File: config.mk
export PLATFORM = sky130hd
export DESIGN_NAME = threshold_detector_seq_flat
export DESIGN_NICKNAME = d
export VERILOG_FILES = /design/src/rtl/threshold_detector_seq_pkg.sv /design/src/rtl/threshold_detector_seq_if.sv /design/src/rtl/popcount_n.sv /design/src/rtl/threshold_detector_seq.sv /design/src/flat_wrapper.sv
export SDC_FILE = /design/constraint.sdc
export NUM_CORES = 1
export LEC_CHECK = 0
export BUFFER_PORTS_ARGS = -buffer_cell sky130_fd_sc_hd__clkbuf_2
export CORE_MARGIN = 2
export CORE_UTILIZATION = 31
export CTS_CLUSTER_DIAMETER = 30
export DETAILED_ROUTE_END_ITERATION = 16
export PLACE_DENSITY_LB_ADDON = 0.05
export SYNTH_ARGS = -nofsm -noshare
export SYNTH_HDL_FRONTEND = slang
export SYNTH_SLANG_ARGS = --single-unit
File: constraint.sdc
create_clock -name clk -period 2.3 [get_ports clk]
set_clock_uncertainty 0.05 [all_clocks]
set_input_delay 0.23 -clock clk [delete_from_list [all_inputs] [get_ports clk]]
set_output_delay 0.23 -clock clk [all_outputs]
set_load 0.02 [all_outputs]
File: src/rtl/threshold_detector_seq_pkg.sv
// Shared definitions for the threshold detector: FSM state encoding,
// mode constants and the sample qualification rule.
package threshold_detector_seq_pkg;

    typedef enum logic [1:0] {
        ST_IDLE     = 2'd0,
        ST_ARMING   = 2'd1,
        ST_DETECTED = 2'd2
    } state_e;

    localparam logic MODE_AT_LEAST = 1'b0;
    localparam logic MODE_EXACTLY  = 1'b1;

    // A sample qualifies when its ones-count meets the threshold rule
    // selected by mode (at-least-K or exactly-K).
    function automatic logic qualifies(input int unsigned ones,
                                       input int unsigned k,
                                       input logic        mode);
        logic q;
        if (mode == MODE_EXACTLY) begin
            q = (ones == k);
        end else begin
            q = (ones >= k);
        end
        return q;
    endfunction

endpackage

File: src/rtl/threshold_detector_seq_if.sv
// Sample-in / detect-out bundle of the threshold detector.
interface threshold_detector_seq_if #(
    parameter int N  = 3,
    parameter int CW = 8
);
    localparam int PW = $clog2(N + 1);

    logic          in_val;
    logic [N-1:0]  in;
    logic          mode;
    logic          clear;
    logic          out;
    logic [PW-1:0] popcount;
    logic          sticky;
    logic [CW-1:0] event_count;

    modport master (
        output in_val, in, mode, clear,
        input  out, popcount, sticky, event_count
    );

    modport slave (
        input  in_val, in, mode, clear,
        output out, popcount, sticky, event_count
    );
endinterface

File: src/rtl/popcount_n.sv
// Parametrised combinational ones-counter.
module popcount_n #(
    parameter int N  = 3,
    parameter int PW = $clog2(N + 1)
) (
    input  logic [N-1:0]  bits,
    output logic [PW-1:0] ones
);

    // Sum the set bits of the input word.
    always_comb begin
        ones = {PW{1'b0}};
        for (int i = 0; i < N; i++) begin
            ones = ones + PW'(bits[i]);
        end
    end

endmodule

File: src/rtl/threshold_detector_seq.sv
// Threshold detector: raises out once HOLD consecutive accepted samples
// qualify (ones-count at-least-K or exactly-K), and keeps a sticky flag and
// a saturating count of detect events. All outputs come straight from flops.
module threshold_detector_seq
    import threshold_detector_seq_pkg::*;
#(
    parameter int N    = 3,
    parameter int K    = 2,
    parameter int HOLD = 1,
    parameter int CW   = 8
) (
    input  logic                     clk,
    input  logic                     rst_n,
    threshold_detector_seq_if.slave  bus
);

    localparam int            PW      = $clog2(N + 1);
    localparam logic [7:0]    HOLD_V  = 8'(HOLD);
    localparam logic [CW-1:0] CNT_MAX = {CW{1'b1}};

    state_e        state_r;
    logic [7:0]    hold_cnt_r;
    logic          out_r;
    logic [PW-1:0] popcount_r;
    logic          sticky_r;
    logic [CW-1:0] event_cnt_r;

    logic [PW-1:0] ones_s;
    logic          qual_s;
    logic          enter_det_s;

    popcount_n #(.N(N), .PW(PW)) u_popcount (
        .bits (bus.in),
        .ones (ones_s)
    );

    // Qualify the current sample and flag the edge that enters DETECTED.
    always_comb begin
        qual_s      = qualifies(32'(ones_s), 32'(K), bus.mode);
        enter_det_s = 1'b0;
        if (bus.in_val && qual_s) begin
            case (state_r)
                ST_IDLE:     enter_det_s = (HOLD_V == 8'd1);
                ST_ARMING:   enter_det_s = ((hold_cnt_r + 8'd1) == HOLD_V);
                ST_DETECTED: enter_det_s = 1'b0;
                default:     enter_det_s = 1'b0;
            endcase
        end else begin
            enter_det_s = 1'b0;
        end
    end

    // Detector FSM with hold counter, registered outputs and event bookkeeping.
    always_ff @(posedge clk or negedge rst_n) begin
        if (!rst_n) begin
            state_r     <= ST_IDLE;
            hold_cnt_r  <= 8'd0;
            out_r       <= 1'b0;
            popcount_r  <= {PW{1'b0}};
            sticky_r    <= 1'b0;
            event_cnt_r <= {CW{1'b0}};
        end else begin
            // Bubbles (in_val=0) leave the streak and all outputs untouched.
            if (bus.in_val) begin
                popcount_r <= ones_s;
                if (!qual_s) begin
                    state_r    <= ST_IDLE;
                    hold_cnt_r <= 8'd0;
                    out_r      <= 1'b0;
                end else begin
                    case (state_r)
                        ST_IDLE: begin
                            if (enter_det_s) begin
                                state_r    <= ST_DETECTED;
                                hold_cnt_r <= 8'd0;
                                out_r      <= 1'b1;
                            end else begin
                                state_r    <= ST_ARMING;
                                hold_cnt_r <= 8'd1;
                                out_r      <= 1'b0;
                            end
                        end
                        ST_ARMING: begin
                            hold_cnt_r <= hold_cnt_r + 8'd1;
                            if (enter_det_s) begin
                                state_r <= ST_DETECTED;
                                out_r   <= 1'b1;
                            end else begin
                                state_r <= ST_ARMING;
                                out_r   <= 1'b0;
                            end
                        end
                        ST_DETECTED: begin
                            state_r <= ST_DETECTED;
                            out_r   <= 1'b1;
                        end
                        default: begin
                            state_r    <= ST_IDLE;
                            hold_cnt_r <= 8'd0;
                            out_r      <= 1'b0;
                        end
                    endcase
                end
            end else begin
                state_r <= state_r;
            end

            // A detect event beats a simultaneous clear: the count restarts at one.
            if (enter_det_s) begin
                sticky_r <= 1'b1;
                if (bus.clear) begin
                    event_cnt_r <= CW'(1'b1);
                end else if (event_cnt_r != CNT_MAX) begin
                    event_cnt_r <= event_cnt_r + CW'(1'b1);
                end else begin
                    event_cnt_r <= event_cnt_r;
                end
            end else if (bus.clear) begin
                sticky_r    <= 1'b0;
                event_cnt_r <= {CW{1'b0}};
            end else begin
                sticky_r <= sticky_r;
            end
        end
    end

    assign bus.out         = out_r;
    assign bus.popcount    = popcount_r;
    assign bus.sticky      = sticky_r;
    assign bus.event_count = event_cnt_r;

endmodule
File: src/flat_wrapper.sv
// flat-port wrapper written by rule: the top's interface ports become plain ports
module threshold_detector_seq_flat import threshold_detector_seq_pkg::*;
#(
    parameter int N    = 3,
    parameter int K    = 2,
    parameter int HOLD = 1,
    parameter int CW   = 8
)
  (clk, rst_n, bus_in_val, bus_in, bus_mode, bus_clear, bus_out, bus_popcount, bus_sticky, bus_event_count);
  threshold_detector_seq_if #(.N(N), .CW(CW)) bus_i ();
  input  logic clk;
  input  logic rst_n;
  input wire logic [$bits(bus_i.in_val)-1:0] bus_in_val;
  input wire logic [$bits(bus_i.in)-1:0] bus_in;
  input wire logic [$bits(bus_i.mode)-1:0] bus_mode;
  input wire logic [$bits(bus_i.clear)-1:0] bus_clear;
  output wire logic [$bits(bus_i.out)-1:0] bus_out;
  output wire logic [$bits(bus_i.popcount)-1:0] bus_popcount;
  output wire logic [$bits(bus_i.sticky)-1:0] bus_sticky;
  output wire logic [$bits(bus_i.event_count)-1:0] bus_event_count;
  assign bus_i.in_val = bus_in_val;
  assign bus_i.in = bus_in;
  assign bus_i.mode = bus_mode;
  assign bus_i.clear = bus_clear;
  assign bus_out = bus_i.out;
  assign bus_popcount = bus_i.popcount;
  assign bus_sticky = bus_i.sticky;
  assign bus_event_count = bus_i.event_count;
  threshold_detector_seq #(.N(N), .K(K), .HOLD(HOLD), .CW(CW)) u_core (.clk(clk), .rst_n(rst_n), .bus(bus_i));
endmodule
==> results by group, run 1 <==
Placement
  • DP HPWL: 1.97 mm
  • Final RePlAce weighted congestion: 0.802
  • Port-buffer cells: 19
  • Worst slack, placed: -0.0245 ns

Detailed routing
  • Drt first pass iters: 4
  • DRT iter0 DRCs: 40
  • Wire length per cell: 13.3 um
  • Detail Route Antenna Nets: 0
  • Vias per cell: 5.03
  • DRC viols: 0
  • Post-Route WL: 2.81 mm
  • Total number of vias: 1066

STA
  • Setup_tns: 0 ns
  • Final setup margin: 0.142 ns
  • Minimum clock period: 2.16 ns
  • Actual slew at the worst max-slew pin: 0.568 ns
  • Max Clock Freq: 0.463 GHz
  • Slew HR: 62.1%
  • Setup violators final: 0
  • Hold Fails Final Rpt: 0
  • Max Transition Viols Final: 0
  • Crit share post-route: 93.8%

Final layout
  • Syn-to-layout area delta: 22.7%
  • Fillers: 396
  • Share of cells above drive strength 1: 30.9%
  • Commonest non-fill, non-tap cell in the layout: dfrtp_1
  • Diodes inserted: 0
  • Most frequent cells in the layout: 20 x dfrtp_1, 19 x clkbuf_2
  • Fin nets: 175

Setup path
  • CP Cell Sequence: inv_1, ha_1, nand4_1, or3_4, o211ai_2, o211ai_4, or4_1, a21oi_1
  • Kind of critical path: register to register
  • CP Data Arrival Time: 2.29 ns
  • WP data required: 2.43 ns
  • Startpoint types: register
  • R2R setup slack: 0.14 ns
  • Crit-path slowest cell: or4_1
  • Worst setup EP type: register
  • Max incr delay on CP: 0.49 ns
  • Crit-path max FO: 11

Logic synthesis
  • Synth top area cells: dfrtp_1 42%, o21ai_0 4.4%, mux2_2 3.6%
  • EDFF count, synth: 0
  • Mapped Area: 0.00126 mm^2
  • Avg Cell Area, Syn: 9.46 um^2
  • Synth async-reset ratio: 100%
  • Post-synth top area cell: dfrtp_1
  • Sequential share of the synthesized area: 41.7%
  • Synthesized flop and latch total: 21
  • Yosys top cell area share: 41.7%
  • Post-Syn Instances: 133
  • Syn_nets: 145
  • Synth cell types: 41
  • Top_reg_cell synth: dfrtp_1
  • Warnings, synthesis: 0

Pwr
  • VDD IR-drop max: 0.245 mV
  • Pleak: 0.000690 uW
  • Pwr per Cell Area: 482 mW/mm^2

Global route
  • Antenna violations before repair: 0
  • Total GRT Usage: 13.4%
  • First-pass GRT wire length: 4.62 mm
  • Number of global-route vias before repair: 990
  • Largest net degree at the start of global routing: 22
  • Total grt overflow: 0

Clock network
  • Root buf cell: clkbuf_8
  • CTS tree: done
  • Num CTS Buffers: 3
  • CTS sink cnt: 21
  • H-tree levels: 1
  • Clock transition at the registers of the reported paths: 0.08 ns
  • Worst-skew pair later-pin latency: 0.26 ns
  • Max Root-Sink Buffers: 2

Floorplan
  • FP Rows: 23
  • Core area: 0.00394 mm^2
  • Die Width: 67.7 um
  • IO Pins: 20
  • Die area: 0.00459 mm^2
  • Die Y: 67.7 um
  • Initial core utilization: 31.9%

Worst hold path
  • Tightest Hold Check Type: input port to register

Outcome
  • Outcome: finished, final reports clean

Job
  • Max-cap check violation count: 0
cells by family (layout without fill, tap and decap cells):
logic type / count (synthesis) / count (layout) / synth area share [%]
and+or+nand+nor: 55 / 55 / 24.4
AOI/OAI and AO/OA: 35 / 35 / 19.6
DFF: 21 / 21 / 41.7
buffers and inverters: 12 / 41 / 4.77
adders and majority gates: 4 / 4 / 4.57
muxes: 4 / 4 / 3.58
xor gates and xnor gates: 2 / 2 / 1.39
area by class of cell:
| cell class | count | area [um^2] | share of cell area [%] |
|---|---|---|---|
| Sequential cell | 21 | 527 | 34.1 |
| Clock inverter | 1 | 5.00 | 0.324 |
| Tap cell | 50 | 62.6 | 4.05 |
| Inverter | 6 | 22.5 | 1.46 |
| Timing Repair Buffer | 31 | 188 | 12.2 |
| Multi-Input combinational cell | 100 | 698 | 45.2 |
| Clock buffer | 3 | 41.3 | 2.67 |
critical path: cells and delay by family (launching register included):
| family | cells | cell delay (ns) |
|---|---|---|
| and+or+nand+nor | 3 | 0.94 |
| AOI/OAI and AO/OA | 3 | 0.45 |
| DFF | 1 | 0.42 |
| adders and majority gates | 1 | 0.16 |
| buffers and inverters | 1 | 0.07 |
sequential cells by signal, summed over array words and instances, names as in the netlist:
register and count:
u_core.bus.event_count 8, u_core.state_r 2, u_core.hold_cnt_r 8, u_core.bus.popcount 2, u_core.bus.sticky 1
layer usage:
layer	wire length, um	GRT usage (%)	up-vias
met3	111	2.00	2
met1	1430	18.9	506
li1	-	-	540
met2	1250	20.6	18
met5	0	0	-
met4	21	5.36	0
repair_timing:
action / in CTS / in global routing
pin swaps: 0 / 1
hold buffers: 1 / 0
buffers inserted: 0 / 1
gates resized for setup: 1 / 5
gates cloned: 0 / 0
setup endpoints to repair: 1 / 7
endpoints found under the hold margin: 21 / 0
synthesized netlist by cell type (all sizes together) (2+ instances only):
| master | instances |
|---|---|
| dfrtp | 21 |
| o21ai | 12 |
| nand2 | 11 |
| nor2 | 11 |
| a21oi | 6 |
| inv | 6 |
| nand3 | 6 |
| and3 | 5 |
| o31ai | 5 |
| clkbuf | 4 |
| mux2 | 4 |
| ha | 3 |
| nand2b | 3 |
| nand4 | 3 |
| or3 | 3 |
| a31oi | 2 |
| a32o | 2 |
| buf | 2 |
| nor2b | 2 |
| nor3 | 2 |
| nor3b | 2 |
| o211ai | 2 |
| or4 | 2 |
power breakdown:
| part | total [uW] | switching, uW | internal [uW] |
|---|---|---|---|
| clock network | 251 | 130 | 121 |
| logic | 100 | 58.9 | 41.3 |
| registers | 393 | 11.5 | 381 |
| total | 744 | 200 | 543 |
worst paths after layout:
path / endpoint / cells after the start / start
setup / recovery: u_core.bus.event_count[5] / 8 / u_core.hold_cnt_r[1]
hold / removal: u_core.state_r[1] / 2 / bus_in_val
setup reg to reg: u_core.bus.event_count[5] / 8 / u_core.hold_cnt_r[1]
hold reg to reg: u_core.bus.popcount[1] / 1 / u_core.bus.popcount[1]
max in group asynchronous: u_core.hold_cnt_r[5] / 2 / rst_n
min in group asynchronous: u_core.bus.event_count[7] / 2 / rst_n
through the flow:
step	instances	utilization, %	power (uW)	hold slack [ns]	instance area, um^2
6_report	212	39.2	744	0.221	1540
5_1_grt	212	39.2	784	0.256	1540
4_1_cts	211	38.5	757	0.211	1520
3_5_place_dp	206	36.9	499	0.205	1450
3_3_place_gp	206	36.9	498	0.195	1450
2_1_floorplan	133	-	457	-0.116	1260
Note: power is estimated with default switching activity, not from simulation.
==> inputs of run 2 (changes only) <==
--- a/config.mk
+++ b/config.mk
@@ -11,6 +11,7 @@
 export CTS_CLUSTER_DIAMETER = 30
 export DETAILED_ROUTE_END_ITERATION = 16
 export PLACE_DENSITY_LB_ADDON = 0.05
+export REMOVE_ABC_BUFFERS = 1
 export SYNTH_ARGS = -nofsm -noshare
 export SYNTH_HDL_FRONTEND = slang
 export SYNTH_SLANG_ARGS = --single-unit
==> run 2 against run 1 <==
Net effect: design area is 2.8% higher; die area unchanged; register-to-register slack lost 0.02 ns; largest power group unchanged; setup slack got worse by 0.016 ns; wire length increased by 5.3%; sequential share of layout area down 0.84 points; sequential cell count stayed put; first-iteration DRC count grew 38%; sequential power is essentially flat; hold slack gained 0.0020 ns; via count is 5.4% higher.
==> results by group, run 2 (synthesis results as in run 1) <==
STA
  • Minimum clock period: 2.17 ns (+0.0161 ns)
  • Hold Fails Final Rpt: 0 (unchanged)
  • Setup_tns: 0 ns (unchanged)
  • Slew HR: 62.0% (-0.17 points)
  • Unrepaired setup endpoints after global routing: yes
  • Max Clock Freq: 0.460 GHz (-0.74%)
  • Max Transition Viols Final: 0 (unchanged)
  • Crit share post-route: 94.5% (+0.70 points)
  • Actual slew at the worst max-slew pin: 0.570 ns (+0.00261 ns)
  • Final setup margin: 0.125 ns (-0.0161 ns)
  • Setup violators final: 0 (unchanged)

Pwr
  • Total power draw: 745 uW (+0.19%)
  • Pwr per Cell Area: 470 mW/mm^2 (-2.5%)
  • VDD IR-drop max: 0.214 mV (-13%)
  • Pleak: 0.000694 uW (+0.70%)

Job
  • Max-cap check violation count: 0 (unchanged)

Placement
  • Final RePlAce weighted congestion: 0.808 (+0.82%)
  • Port-buffer cells: 19 (unchanged)
  • DP HPWL: 1.98 mm (+0.50%)
  • Worst slack, placed: -0.0150 ns (+0.00952 ns)

Detailed routing
  • Drt first pass iters: 4 (unchanged)
  • Vias per cell: 5.28 (+4.9%)
  • DRC viols: 0 (unchanged)
  • Post-Route WL: 2.96 mm (+5.3%)
  • DRT iter0 DRCs: 55 (+38%)
  • Total number of vias: 1124 (+5.4%)
  • Detail Route Antenna Nets: 0 (unchanged)
  • Wire length per cell: 13.9 um (+4.8%)

Setup path
  • Kind of critical path: register to register
  • Startpoint types: register
  • WP data required: 2.45 ns (+0.02 ns)
  • Worst setup EP type: register
  • Crit-path max FO: 7 (-4)
  • CP Data Arrival Time: 2.33 ns (+0.04 ns)

Clock network
  • Root buf cell: clkbuf_8
  • Max Root-Sink Buffers: 2 (unchanged)
  • H-tree levels: 1 (unchanged)
  • CTS tree: done
  • Worst-skew pair later-pin latency: 0.26 ns (about the same)
  • CTS sink cnt: 21 (unchanged)
  • Num CTS Buffers: 3 (unchanged)
  • Clock transition at the registers of the reported paths: 0.09 ns (about the same)

Floorplan
  • Die area: 0.00459 mm^2 (unchanged)
  • Die Y: 67.7 um (unchanged)
  • FP Rows: 23 (unchanged)
  • IO Pins: 20 (unchanged)
  • Initial core utilization: 31.9% (unchanged)
  • Die Width: 67.7 um (unchanged)
  • Core area: 0.00394 mm^2 (unchanged)

Final layout
  • Diodes inserted: 0 (unchanged)
  • Syn-to-layout area delta: 26.0%
  • Fillers: 396 (unchanged)
  • Fin nets: 176 (+0.57%)
  • Share of cells above drive strength 1: 33.7% (+2.9 points)
  • Most frequent cells in the layout: 19 x clkbuf_2, 19 x dfrtp_1

Global route
  • Total grt overflow: 0 (unchanged)
  • Antenna violations before repair: 0 (unchanged)
  • Total GRT Usage: 13.7% (+0.25 points)
  • First-pass GRT wire length: 4.74 mm (+2.5%)
  • Number of global-route vias before repair: 987 (-0.30%)
  • Largest net degree at the start of global routing: 22 (unchanged)

Worst hold path
  • Tightest Hold Check Type: input port to register

Outcome
  • Outcome: finished, final reports clean
run 2: cell types whose count changed in the layout (fill, tap and decap cells not counted), sizes merged:
cell,change
o211ai,+1
run 2: what timing repair did:
action / 4_1_cts / 5_1_grt
buffers inserted: 0 / 4
endpoints found under the setup margin: 0 / 8
endpoints found under the hold margin: 21 / 0
gates resized for setup: 0 / 12
hold buffers: 1 / 0
run 2: path summary, 6_finish.rpt:
| path | startpoint | end | slack [ns] | cells after the start |
|---|---|---|---|---|
| worst max-delay path | u_core.hold_cnt_r[0] | u_core.bus.event_count[5] | 0.13 | 8 |
| worst min-delay path | bus_in_val | u_core.state_r[1] | 0.22 | 2 |
| worst max register to register | u_core.hold_cnt_r[0] | u_core.bus.event_count[5] | 0.13 | 8 |
| worst min register to register | u_core.bus.popcount[1] | u_core.bus.popcount[1] | 0.46 | 1 |
| max in group asynchronous | rst_n | u_core.hold_cnt_r[1] | 1.34 | 2 |
| min in group asynchronous | rst_n | u_core.bus.event_count[5] | 0.43 | 2 |
run 2: cell type report:
class | instances | area, um^2 | area share (%)
Clock buffer | 3 | 41.3 | 2.60
Tap cell | 50 | 62.6 | 3.94
Timing Repair Buffer | 31 | 188 | 11.8
Sequential cell | 21 | 528 | 33.3
Clock inverter | 1 | 5.00 | 0.315
Multi-Input combinational cell | 101 | 739 | 46.6
Inverter | 6 | 22.5 | 1.42
run 2: metrics by stage:
stage / hold WS, ns / instances / util (%) / cell area [um^2]
3_5_place_dp: 0.203 / 203 / 36.3 / 1430
6_report: 0.223 / 213 / 40.2 / 1590
5_1_grt: 0.241 / 213 / 40.2 / 1590
2_1_floorplan: -0.116 / 127 / - / 1220
3_3_place_gp: 0.196 / 203 / 36.3 / 1430
4_1_cts: 0.223 / 208 / 37.7 / 1490
run 2: power by group:
part,leakage (uW),switching (uW),internal (uW)
Sequential,0.000282,11.5,381
Combinational,0.000387,61.3,42.3
Clock,0.0000255,128,121
run 2: layer usage:
metal  share of wire, %  wire (um)  track usage, %
met1                 49       1470            19.4
met2                 46       1360            21.0
met5                  0          0               0
met4               0.88         26            4.59
met3                3.8        113            2.50
run 2: critical path: stages (launching register included):
cell,delay (ns)
dfrtp_1,0.42
ha_1,0.25
buf_4,0.15
nor2_1,0.09
a21oi_1,0.08
o211ai_4,0.28
o211ai_4,0.17
or4_4,0.51
a21oi_2,0.11
